`config.mk`:
```
export PLATFORM = sky130hd
export DESIGN_NAME = if_fetch_unit_flat
export DESIGN_NICKNAME = d
export VERILOG_FILES = /design/src/rtl/if_fetch_unit_pkg.sv /design/src/rtl/if_fetch_unit_if.sv /design/src/rtl/if_fetch_unit_fifo.sv /design/src/rtl/if_fetch_unit.sv /design/src/flat_wrapper.sv
export SDC_FILE = /design/constraint.sdc
export NUM_CORES = 1
export LEC_CHECK = 0
export CORE_MARGIN = 2
export CORE_UTILIZATION = 49
export DETAILED_ROUTE_END_ITERATION = 10
export GPL_ROUTABILITY_DRIVEN = 0
export PLACE_DENSITY = 0.79
export SLEW_MARGIN = 20
export SYNTH_ARGS = -nofsm -noshare
export SYNTH_HDL_FRONTEND = slang
export SYNTH_SLANG_ARGS = --single-unit
```
`constraint.sdc`:
```
create_clock -name clk -period 2.55 [get_ports clk]
set_input_delay 0.51 -clock clk [delete_from_list [all_inputs] [get_ports clk]]
set_output_delay 0.51 -clock clk [all_outputs]
set_load 0.01 [all_outputs]
```
`src/rtl/if_fetch_unit_pkg.sv`:
```
// Shared types for the instruction-fetch stage: raw words, buffered fetch entries and FSM states.
package if_fetch_unit_pkg;

  typedef logic [31:0] raw_instr_t;
  typedef logic [31:0] uint32;

  localparam uint32 INSTR_BYTES = 32'd4;

  typedef struct packed {
    raw_instr_t instr;
    uint32      pc;
  } fetch_entry_t;

  typedef enum logic [1:0] {
    BOOT,
    RUN,
    FLUSH
  } fetch_state_e;

  function automatic uint32 alignWord(input uint32 addr);
    return {addr[31:2], 2'b00};
  endfunction

endpackage

```
`src/rtl/if_fetch_unit_if.sv`:
```
// Bus bundle between the fetch stage and its neighbours: instruction memory, execute redirects, decode.
interface if_fetch_unit_if;
  import if_fetch_unit_pkg::*;

  logic       imem_req_valid;
  logic       imem_req_ready;
  uint32      imem_req_addr;
  logic       imem_rsp_valid;
  raw_instr_t imem_rsp_data;
  logic       redirect_valid;
  uint32      redirect_pc;
  logic       instr_valid;
  logic       instr_ready;
  raw_instr_t instr_data;
  uint32      instr_pc;
  logic       fetch_misalign;

  modport master (
    output imem_req_valid, imem_req_addr, instr_valid, instr_data, instr_pc, fetch_misalign,
    input  imem_req_ready, imem_rsp_valid, imem_rsp_data, redirect_valid, redirect_pc, instr_ready
  );

  modport slave (
    input  imem_req_valid, imem_req_addr, instr_valid, instr_data, instr_pc, fetch_misalign,
    output imem_req_ready, imem_rsp_valid, imem_rsp_data, redirect_valid, redirect_pc, instr_ready
  );

endinterface

```
`src/rtl/if_fetch_unit_fifo.sv`:
```
// Small circular FIFO of fetch entries; used both as the decode buffer and as the request address-tag queue.
module if_fetch_fifo
  import if_fetch_unit_pkg::*;
#(
  parameter  int unsigned DEPTH = 2,
  localparam int unsigned CNT_W = $clog2(DEPTH + 1)
) (
  input  logic             clk,
  input  logic             rst_n,
  input  logic             push_i,
  input  fetch_entry_t     data_i,
  input  logic             pop_i,
  input  logic             flush_i,
  output fetch_entry_t     head_o,
  output logic             empty_o,
  output logic [CNT_W-1:0] count_o
);

  localparam int unsigned PTR_W = (DEPTH > 1) ? $clog2(DEPTH) : 1;

  fetch_entry_t     mem_q [DEPTH];
  logic [PTR_W-1:0] rdPtr_q;
  logic [PTR_W-1:0] wrPtr_q;
  logic [CNT_W-1:0] count_q;
  logic             doPush;
  logic             doPop;

  function automatic logic [PTR_W-1:0] nextPtr(input logic [PTR_W-1:0] p);
    return (p == PTR_W'(DEPTH - 1)) ? '0 : p + 1'b1;
  endfunction

  // A pop frees the slot first, so a full FIFO can still take a push in the same cycle.
  assign doPop  = pop_i && (count_q != '0);
  assign doPush = push_i && ((count_q != CNT_W'(DEPTH)) || doPop);

  // Storage is cleared on reset so the head reads as zero straight out of reset.
  always_ff @(posedge clk or negedge rst_n) begin
    if (!rst_n) begin
      for (int unsigned i = 0; i < DEPTH; i++) begin
        mem_q[i] <= '0;
      end
      rdPtr_q <= '0;
      wrPtr_q <= '0;
      count_q <= '0;
    end else if (flush_i) begin
      rdPtr_q <= '0;
      wrPtr_q <= '0;
      count_q <= '0;
    end else begin
      if (doPush) begin
        mem_q[wrPtr_q] <= data_i;
        wrPtr_q        <= nextPtr(wrPtr_q);
      end
      if (doPop) begin
        rdPtr_q <= nextPtr(rdPtr_q);
      end
      case ({doPush, doPop})
        2'b10:   count_q <= count_q + 1'b1;
        2'b01:   count_q <= count_q - 1'b1;
        default: count_q <= count_q;
      endcase
    end
  end

  assign head_o  = mem_q[rdPtr_q];
  assign empty_o = (count_q == '0);
  assign count_o = count_q;

endmodule

```
`src/rtl/if_fetch_unit.sv`:
```
// RV32I instruction-fetch stage: PC register, credit-limited memory requests, redirect flushing
// and a small buffer feeding decode over valid/ready.
module if_fetch_unit
  import if_fetch_unit_pkg::*;
#(
  parameter uint32       RESET_PC  = 32'h0000_0000,
  parameter int unsigned BUF_DEPTH = 2
) (
  input  logic           clk,
  input  logic           rst_n,
  if_fetch_unit_if.master bus
);

  localparam int unsigned CNT_W = $clog2(BUF_DEPTH + 1);
  localparam int unsigned SUM_W = CNT_W + 1;
  typedef logic [CNT_W-1:0] cnt_t;

  fetch_state_e state_q, state_d;
  uint32        fetchPc_q, fetchPc_d;
  cnt_t         outstanding_q, outstanding_d;
  cnt_t         discard_q, discard_d;
  logic         misalign_q, misalign_d;

  fetch_entry_t bufHead;
  fetch_entry_t bufPushEntry;
  logic         bufEmpty;
  cnt_t         bufCount;
  logic         bufPush;
  logic         bufPop;

  fetch_entry_t tagHead;
  fetch_entry_t tagPushEntry;
  logic         unusedTagEmpty;
  cnt_t         unusedTagCount;
  raw_instr_t   unusedTagInstr;

  logic         credit;
  logic         reqFire;

  // Buffer slots are reserved at request time, so a returning response always has room.
  assign credit = ({1'b0, outstanding_q} + {1'b0, bufCount}) < SUM_W'(BUF_DEPTH);

  always_comb begin
    state_d       = state_q;
    fetchPc_d     = fetchPc_q;
    outstanding_d = outstanding_q;
    discard_d     = discard_q;
    misalign_d    = misalign_q;

    bus.imem_req_valid = (state_q == RUN) && credit && !bus.redirect_valid;
    bus.instr_valid    = !bufEmpty && (state_q != FLUSH) && !bus.redirect_valid;
    reqFire            = bus.imem_req_valid && bus.imem_req_ready;
    bufPop             = bus.instr_valid && bus.instr_ready;
    bufPush            = bus.imem_rsp_valid && (discard_q == '0) && !bus.redirect_valid;

    outstanding_d = outstanding_q + cnt_t'(reqFire) - cnt_t'(bus.imem_rsp_valid);
    if (bus.imem_rsp_valid && (discard_q != '0)) begin
      discard_d = discard_q - 1'b1;
    end

    // Everything still in flight at a redirect is stale; the response landing this cycle is one of them.
    case (state_q)
      BOOT: state_d = RUN;
      RUN: begin
        if (bus.redirect_valid) begin
          discard_d = outstanding_q - cnt_t'(bus.imem_rsp_valid);
          if (discard_d != '0) begin
            state_d = FLUSH;
          end
        end
      end
      FLUSH: begin
        if (discard_d == '0) begin
          state_d = RUN;
        end
      end
      default: state_d = BOOT;
    endcase

    if (bus.redirect_valid) begin
      fetchPc_d = alignWord(bus.redirect_pc);
      if (bus.redirect_pc[1:0] != 2'b00) begin
        misalign_d = 1'b1;
      end
    end else if (reqFire) begin
      fetchPc_d = fetchPc_q + INSTR_BYTES;
    end
  end

  always_ff @(posedge clk or negedge rst_n) begin
    if (!rst_n) begin
      state_q       <= BOOT;
      fetchPc_q     <= RESET_PC;
      outstanding_q <= '0;
      discard_q     <= '0;
      misalign_q    <= 1'b0;
    end else begin
      state_q       <= state_d;
      fetchPc_q     <= fetchPc_d;
      outstanding_q <= outstanding_d;
      discard_q     <= discard_d;
      misalign_q    <= misalign_d;
    end
  end

  // Tags are popped by every response, dropped or not, so they stay aligned with memory order.
  assign tagPushEntry = '{instr: '0, pc: fetchPc_q};

  if_fetch_fifo #(.DEPTH(BUF_DEPTH)) u_tag_fifo (
    .clk     (clk),
    .rst_n   (rst_n),
    .push_i  (reqFire),
    .data_i  (tagPushEntry),
    .pop_i   (bus.imem_rsp_valid),
    .flush_i (1'b0),
    .head_o  (tagHead),
    .empty_o (unusedTagEmpty),
    .count_o (unusedTagCount)
  );

  assign unusedTagInstr = tagHead.instr;
  assign bufPushEntry   = '{instr: bus.imem_rsp_data, pc: tagHead.pc};

  if_fetch_fifo #(.DEPTH(BUF_DEPTH)) u_instr_buf (
    .clk     (clk),
    .rst_n   (rst_n),
    .push_i  (bufPush),
    .data_i  (bufPushEntry),
    .pop_i   (bufPop),
    .flush_i (bus.redirect_valid),
    .head_o  (bufHead),
    .empty_o (bufEmpty),
    .count_o (bufCount)
  );

  assign bus.imem_req_addr  = fetchPc_q;
  assign bus.instr_data     = bufHead.instr;
  assign bus.instr_pc       = bufHead.pc;
  assign bus.fetch_misalign = misalign_q;

endmodule

```
`src/flat_wrapper.sv`:
```
// flat-port wrapper written by rule: the top's interface ports become plain ports
module if_fetch_unit_flat import if_fetch_unit_pkg::*;
#(
  parameter uint32       RESET_PC  = 32'h0000_0000,
  parameter int unsigned BUF_DEPTH = 2
)
  (clk, rst_n, bus_imem_req_valid, bus_imem_req_addr, bus_instr_valid, bus_instr_data, bus_instr_pc, bus_fetch_misalign, bus_imem_req_ready, bus_imem_rsp_valid, bus_imem_rsp_data, bus_redirect_valid, bus_redirect_pc, bus_instr_ready);
  if_fetch_unit_if bus_i ();
  input  logic clk;
  input  logic rst_n;
  output wire logic [$bits(bus_i.imem_req_valid)-1:0] bus_imem_req_valid;
  output wire logic [$bits(bus_i.imem_req_addr)-1:0] bus_imem_req_addr;
  output wire logic [$bits(bus_i.instr_valid)-1:0] bus_instr_valid;
  output wire logic [$bits(bus_i.instr_data)-1:0] bus_instr_data;
  output wire logic [$bits(bus_i.instr_pc)-1:0] bus_instr_pc;
  output wire logic [$bits(bus_i.fetch_misalign)-1:0] bus_fetch_misalign;
  input wire logic [$bits(bus_i.imem_req_ready)-1:0] bus_imem_req_ready;
  input wire logic [$bits(bus_i.imem_rsp_valid)-1:0] bus_imem_rsp_valid;
  input wire logic [$bits(bus_i.imem_rsp_data)-1:0] bus_imem_rsp_data;
  input wire logic [$bits(bus_i.redirect_valid)-1:0] bus_redirect_valid;
  input wire logic [$bits(bus_i.redirect_pc)-1:0] bus_redirect_pc;
  input wire logic [$bits(bus_i.instr_ready)-1:0] bus_instr_ready;
  assign bus_imem_req_valid = bus_i.imem_req_valid;
  assign bus_imem_req_addr = bus_i.imem_req_addr;
  assign bus_instr_valid = bus_i.instr_valid;
  assign bus_instr_data = bus_i.instr_data;
  assign bus_instr_pc = bus_i.instr_pc;
  assign bus_fetch_misalign = bus_i.fetch_misalign;
  assign bus_i.imem_req_ready = bus_imem_req_ready;
  assign bus_i.imem_rsp_valid = bus_imem_rsp_valid;
  assign bus_i.imem_rsp_data = bus_imem_rsp_data;
  assign bus_i.redirect_valid = bus_redirect_valid;
  assign bus_i.redirect_pc = bus_redirect_pc;
  assign bus_i.instr_ready = bus_instr_ready;
  if_fetch_unit #(.RESET_PC(RESET_PC), .BUF_DEPTH(BUF_DEPTH)) u_core (.clk(clk), .rst_n(rst_n), .bus(bus_i));
endmodule
```
==> flow_summary_export.csv <==
group,metric,value,unit
logic_synthesis,syn_area,0.01060,mm²
pwr,p_per_area,1095,mW/mm²
sta,fin_worst_skew,0.01642,ns
logic_synthesis,synthFlopType,"dfrtp_1",
pwr,p_leak,6.176,nW
drt,viasPerCell,5.550,
global_route,grt_max_degree,71,
setup_path,crit_type,"register to primary output",
sta,maxSlewHeadroom,0.6173,
min_path,hp-class,"register to register",
logic_synthesis,synthDistinctLibCells,57,
drt,drt_iter0_drc,335,
logic_synthesis,yosysWarnings,0,
sta,slew_violations,0,
final_layout,areaGrowthSynthToFinish,28.61,%
floorplan,initial_core_util,0.5011,
setup_path,reg2reg_depth,11,
clock_tree,cts.sinks,229,
drt,vias,7087,
floorplan,coreArea,0.02115,mm²
placed_design,numPortBuffers,164,
floorplan,core.rowCount,53,
floorplan,die_h,151.1,µm
final_layout,nFillCells,1620,
logic_synthesis,synth_area_leaders,"dfrtp_1, mux2_2, nand2_1, o21ai_0, nand3_1",
drt,wirelength,24.70,mm
final_layout,final_nets,1060,
logic_synthesis,seq_area_frac_synth,0.5406,
sta,worst_pin_slew,0.5734,ns
logic_synthesis,synthCells,791,
setup_path,crit_slowest_cell,"fa_1",
setup_path,critPathRequiredTime,2.04,ns
logic_synthesis,async_reset_ff_frac,1.000,
clock_tree,tritoncts.num_buffers,25,
setup_path,cp.arrival,1.97,ns
pwr,max-vdd-ir-drop,587.2,µV
sta,grt_setup_unrepaired,"yes",
final_layout,final_layout_size_suffix_gt1_frac,0.3792,
logic_synthesis,yosys.area.top_type,"dfrtp_1",
final_layout,utilization,0.6445,
setup_path,cpPeakStageDelay,0.51,ns
global_route,grt_pass1_wl,39.11,mm
clock_tree,cts_tree,"built",
drt,detail_route.wl_per_cell,19.34,µm
drt,drc,0,
clock_tree,clock_path_buffers,3,
sta,timing.final.crit_share,0.9718,
sta,period_needed,2.478,ns
sta,fmax,403.5,MHz
logic_synthesis,ys_ff_latch,229,
setup_path,critPathLaunchType,"register",
run_status,outcome,"finished, final reports clean",
clock_tree,clk_pin_slew,0.06,ns
sta,setup_tns,0,ns
floorplan,pin_count,169,
logic_synthesis,synth_edf_count,0,
clock_tree,insertion_delay,0.52,ns
drt,ant_nets,0,
floorplan,die-area,0.02283,mm²
clock_tree,cts_htree_levels,1,
logic_synthesis,synth.most_common_cell,"mux2_2",
final_layout,n_antenna_cell,0,
global_route,track_usage,0.2180,
min_path,holdPathStages,1,
placed_design,hpwl,16.57,mm
flow_run,drv_cap,0,
sta,hold_viol_final,0,
drt,firstDrtPassIters,5,
setup_path,cp_max_fo,3,
logic_synthesis,synth_top_area_share,0.5406,
logic_synthesis,netlist_top_cells_count,"mux2_2, dfrtp_1, nand2_1",
logic_synthesis,synth_area_per_cell,13.40,µm²
sta,setup_viol,0,
global_route,gr-total-overflow,0,
clock_tree,root_buffer,"clkbuf_16",
global_route,grt_pass1_vias,7347,
setup_path,cp_cell_sequence,"inv_2 -> nor2_2 -> fa_1 -> nor4b_2 -> buf_2",
floorplan,die_w,151.1,µm
global_route,antenna_found_initial,0,
setup_path,endpoint_kind,"primary output",
-- worst paths after layout --
kind	from	endpoint	slack, ns
setup / recovery	u_core.u_instr_buf.count_o[0]$_DFFE_PN0P_	bus_imem_req_valid	0.07
setup reg to reg	u_core.u_instr_buf.count_o[0]$_DFFE_PN0P_	u_core.u_tag_fifo.count_o[1]$_DFFE_PN0P_	0.11
hold / removal	u_core.bus.fetch_misalign$_DFFE_PN0P_	u_core.bus.fetch_misalign$_DFFE_PN0P_	0.47
min in group asynchronous	rst_n	u_core.u_instr_buf.mem_q[35]$_DFFE_PN0P_	0.56
hold reg to reg	u_core.bus.fetch_misalign$_DFFE_PN0P_	u_core.bus.fetch_misalign$_DFFE_PN0P_	0.47
max in group asynchronous	rst_n	u_core.u_instr_buf.mem_q[120]$_DFFE_PN0P_	1.27
-- kinds of logic (layout without fill, tap and decap cells) --
kind of cell,after synthesis,after routing,share of synthesized area
adders and majority gates,6,6,0.007790
DFF,229,229,0.5406
other,1,4,0.0003538
and+or+nand+nor,129,129,0.06410
AOI/OAI and AO/OA,77,77,0.05123
buffers and inverters,58,266,0.03010
muxes,278,278,0.2951
xor gates and xnor gates,13,13,0.01074
-- power breakdown --
part | total [mW] | internal, mW | switching, mW
clock network | 3.57 | 2.14 | 1.43
registers | 5.97 | 5.12 | 0.847
logic | 5.39 | 3.18 | 2.21
-- state kept, by name, summed over array words and instances (netlist names) --
signal,flops
u_core.discard_q,2
u_core.u_instr_buf.count_o,2
u_core.u_tag_fifo.rdPtr_q,1
u_core.u_instr_buf.mem_q,124
u_core.u_tag_fifo.mem_q,60
u_core.u_tag_fifo.count_o,2
u_core.u_tag_fifo.wrPtr_q,1
u_core.u_instr_buf.rdPtr_q,1
u_core.outstanding_q,2
u_core.state_q,2
u_core.u_instr_buf.wrPtr_q,1
u_core.bus.imem_req_addr,30
u_core.bus.fetch_misalign,1
-- through the flow --
step	setup WS, ns	cell area, µm²	hold WS [ns]	cells	total power [mW]
CTS	0.01321	13600	0.4707	1276	15.01
floorplan	0.05618	10610	0.2144	794	9.211
detailed placement	-0.08044	12780	0.4557	1227	11.63
global placement	-0.08431	12780	0.4567	1227	11.41
global route	-0.008053	13630	0.4988	1277	15.77
finish	0.07192	13630	0.4735	1277	14.93
-- metal layers --
| metal | track usage | vias up | part of all wire |
|---|---|---|---|
| li1 | - | 3247 | - |
| met1 | 0.2978 | 3604 | 0.44 |
| met2 | 0.3645 | 197 | 0.48 |
| met3 | 0.03373 | 39 | 0.051 |
| met4 | 0.06028 | 0 | 0.024 |
| met5 | 0 | - | 0 |
-- cell type report --
cell class                      count  area (µm²)  area share
Sequential cell                   229        5732      0.4204
Timing Repair Buffer              210        2091      0.1534
Clock buffer                       40       762.0     0.05589
Clock inverter                      5       56.30    0.004130
Tap cell                          275       344.1     0.02524
Multi-Input combinational cell    507        4606      0.3378
Inverter                           11       42.54    0.003120
-- worst max-delay path: cells and delay by family (launching register included) --
family | cells | cell delay [ns]
DFF | 1 | 0.40
adders and majority gates | 1 | 0.51
buffers and inverters | 2 | 0.26
and+or+nand+nor | 2 | 0.29
-- cell usage in the layout, fill, tap and decap left out, drive strengths merged, types with 3 or more instances in the layout --
cell / instances
nand3: 25
nand2: 47
a221o: 3
nand2b: 3
xor2: 6
dfrtp: 229
a21oi: 5
mux2: 276
nor2: 22
clkbuf: 40
o21ai: 24
o211ai: 12
dlygate4sd2: 45
buf: 47
and3: 3
nor2b: 3
nand4: 6
clkdlybuf4s50: 117
conb: 4
o311ai: 9
and2: 5
xnor2: 7
or4: 6
ha: 5
clkinv: 3
inv: 11
a31oi: 6
-- repair_timing --
item	in CTS	in global routing
setup endpoints to repair	63	61
gates resized for setup	52	8
gates cloned	1	0
pin swaps	1	3
endpoints found under the hold margin	20	0
setup buffers	2	1
hold buffers	1	0
Note: power is estimated with default switching activity, not from simulation.
==> edit, RTL diff (same flow settings) <==
Encoding of `fetch_state_e`: now one-hot (3 bits for 3 states).
--- a/src/rtl/if_fetch_unit_pkg.sv
+++ b/src/rtl/if_fetch_unit_pkg.sv
@@ -12,8 +12,8 @@
   } fetch_entry_t;
 
-  typedef enum logic [1:0] {
-    BOOT,
-    RUN,
-    FLUSH
+  typedef enum logic [2:0] {
+    BOOT  = 3'b001,
+    RUN   = 3'b010,
+    FLUSH = 3'b100
   } fetch_state_e;
 
Formal check against the unedited RTL: no difference found for any inputs over 4 cycles, from zero or initial values and one cycle with rst_n low; so few cycles prove little.
==> edit against the original RTL <==
  * The run now ends with hold timing, setup timing left
  * Worst hold slack lost 0.48 ns
  * Die area up 5.8%
  * Via count up 9.0%
  * Synthesized area rose by 6.0%
  * Fmax shrank 8.1%
  * Total power is 4.1% lower
  * Synthesized cell count is 4.8% higher
  * Sequential share of layout area fell by 2.3 points
  * Routed wire length increased by 10%
  * Worst setup slack worse by 0.22 ns
  * Sequential cell count increased by 1
  * Design area is 6.2% higher
  * Sequential power decreased by 6.5%
  * Critical path type is now reg2reg
  * Largest power group unchanged
==> edit: results (changes against the original RTL) <==
\begin{tabular}{lr}
\hline
Metric & Value \\
\hline
\multicolumn{2}{l}{\textbf{Global route}} \\
Total routing resource utilization after global routing & 22.29\% (+0.49 points) \\
Via count of the first global-routing pass & 7928 (+7.9\%) \\
Wire length of the first global-routing pass & 43030 µm (+10\%) \\
Largest net degree at the start of global routing & 80 (+13\%) \\
\multicolumn{2}{l}{\textbf{STA}} \\
Post-Route Hold Slack & -0.01039 ns (-0.4839 ns) \\
\# setup viols final & 32 (+32) \\
Final Skew & 0.01003 ns (-0.006392 ns) \\
Smallest setup slack after layout & -0.1451 ns (-0.2170 ns) \\
Total count of hold-check failures in the final report & 3 (+3) \\
\multicolumn{2}{l}{\textbf{Worst setup path}} \\
Endpoint arrival time on the critical path & 3.09 ns (+1.12 ns) \\
Top delay family on crit path & simple AND/OR/NAND/NOR gates \\
Slowest cell delay on critical path & 0.53 ns (+0.02 ns) \\
Crit-path max FO & 17 (+14) \\
\multicolumn{2}{l}{\textbf{Placed design}} \\
Placed instance area & 13390 µm² (+4.8\%) \\
\multicolumn{2}{l}{\textbf{Layout}} \\
Final \#Nets & 1114 (+5.1\%) \\
Count of filler cells inserted in the layout & 1743 (+7.6\%) \\
\multicolumn{2}{l}{\textbf{Logic synthesis}} \\
Largest cells by area after synthesis & sky130\_fd\_sc\_hd\_\_dfrtp\_1, sky130\_fd\_sc\_hd\_\_mux2\_2, sky130\_fd\_sc\_hd\_\_mux2\_4, sky130\_fd\_sc\_hd\_\_mux2\_1, sky130\_fd\_sc\_hd\_\_nand3\_1 \\
Synth cell types & 64 (+12\%) \\
Post-synthesis sequential area ratio & 51.24\% (-2.8 points) \\
\multicolumn{2}{l}{\textbf{Outcome}} \\
Violated checks & hold timing, setup timing \\
Outcome & finished with violations \\
\multicolumn{2}{l}{\textbf{Power}} \\
Worst IR drop on VDD & 529.9 µV (-9.8\%) \\
Static leakage & 0.006880 µW (+11\%) \\
\multicolumn{2}{l}{\textbf{Drt}} \\
Vias per std cell & 5.776 (+4.1\%) \\
Detailed Route Iter0 Violations & 519 (+55\%) \\
\multicolumn{2}{l}{\textbf{Hold path}} \\
Worst hold-check path type & in2async \\
\hline
\end{tabular}
==> edit: changes by cell type after synthesis, sizes merged, moves of 7 or more <==
| cell | unedited run | this run |
|---|---|---|
| nand2 | 47 | 33 |
| nor4 | 2 | 12 |
| o21ai | 24 | 14 |
| nor3 | 2 | 11 |
| nor2 | 22 | 14 |
| clkbuf | 19 | 26 |
==> edit: final cells by class <==
type / instances / area share [%]
timing repair buffer: 235 / 16.17
sequential: 230 / 39.78
tap: 285 / 2.464
inverter: 11 / 0.2853
multi-input combinational: 535 / 35.62
clock buffer: 30 / 4.659
clock inverter: 12 / 1.011
==> edit: logic make-up after synthesis <==
group / share of synthesized area (%)
and+or+nand+nor: 8.542
DFF: 51.24
other: 0.03338
buffers and inverters: 3.987
adders and majority gates: 0.7351
xor gates and xnor gates: 0.7797
AOI/OAI and AO/OA: 4.589
muxes: 30.09
==> edit: routing by layer <==
layer | part of all wire (%) | up-vias | global-route usage, %
li1 | - | 3463 | -
met1 | 42 | 3953 | 30.14
met2 | 49 | 257 | 37.82
met3 | 5.4 | 55 | 2.786
met4 | 2.8 | 0 | 6.728
met5 | 0 | - | 0
==> edit: path summary, 6_finish.rpt <==
path / startpoint / to / slack, ns / cells after the start
max in group asynchronous: rst_n / u_core.state_q[0] / 1.85 / 2
worst max-delay path: u_core.u_instr_buf.count_o[0] / u_core.u_tag_fifo.mem_q[77] / -0.15 / 8
worst min register to register: u_core.bus.fetch_misalign / u_core.bus.fetch_misalign / 0.47 / 1
min in group clk: u_core.bus.fetch_misalign / u_core.bus.fetch_misalign / 0.47 / 1
worst max register to register: u_core.u_instr_buf.count_o[0] / u_core.u_tag_fifo.mem_q[77] / -0.15 / 8
worst min-delay path: rst_n / u_core.u_instr_buf.mem_q[7] / -0.01 / 1
==> edit: repair_timing <==
| action | 4_1_cts | 5_1_grt |
|---|---|---|
| setup buffers | 6 | 8 |
| pin swaps | 4 | 6 |
| hold buffers | 0 | 0 |
| cloned | 2 | 2 |
| gates resized for setup | 82 | 21 |
| setup endpoints to repair | 128 | 82 |
==> edit: report_power, final <==
| part | internal, µW | total (µW) | switching (µW) |
|---|---|---|---|
| sequential | 4830 | 5580 | 752 |
| combinational | 3040 | 5110 | 2070 |
| clock | 2180 | 3630 | 1450 |
==> edit: stage by stage <==
step	setup WS (ns)	hold WS (ns)
4_1_cts	-0.1221	0.01540
2_1_floorplan	-0.1579	0.2144
5_1_grt	-0.2334	0.04039
3_3_place_gp	-0.1286	0.4544
3_5_place_dp	-0.1644	0.4606
6_report	-0.1451	-0.01039
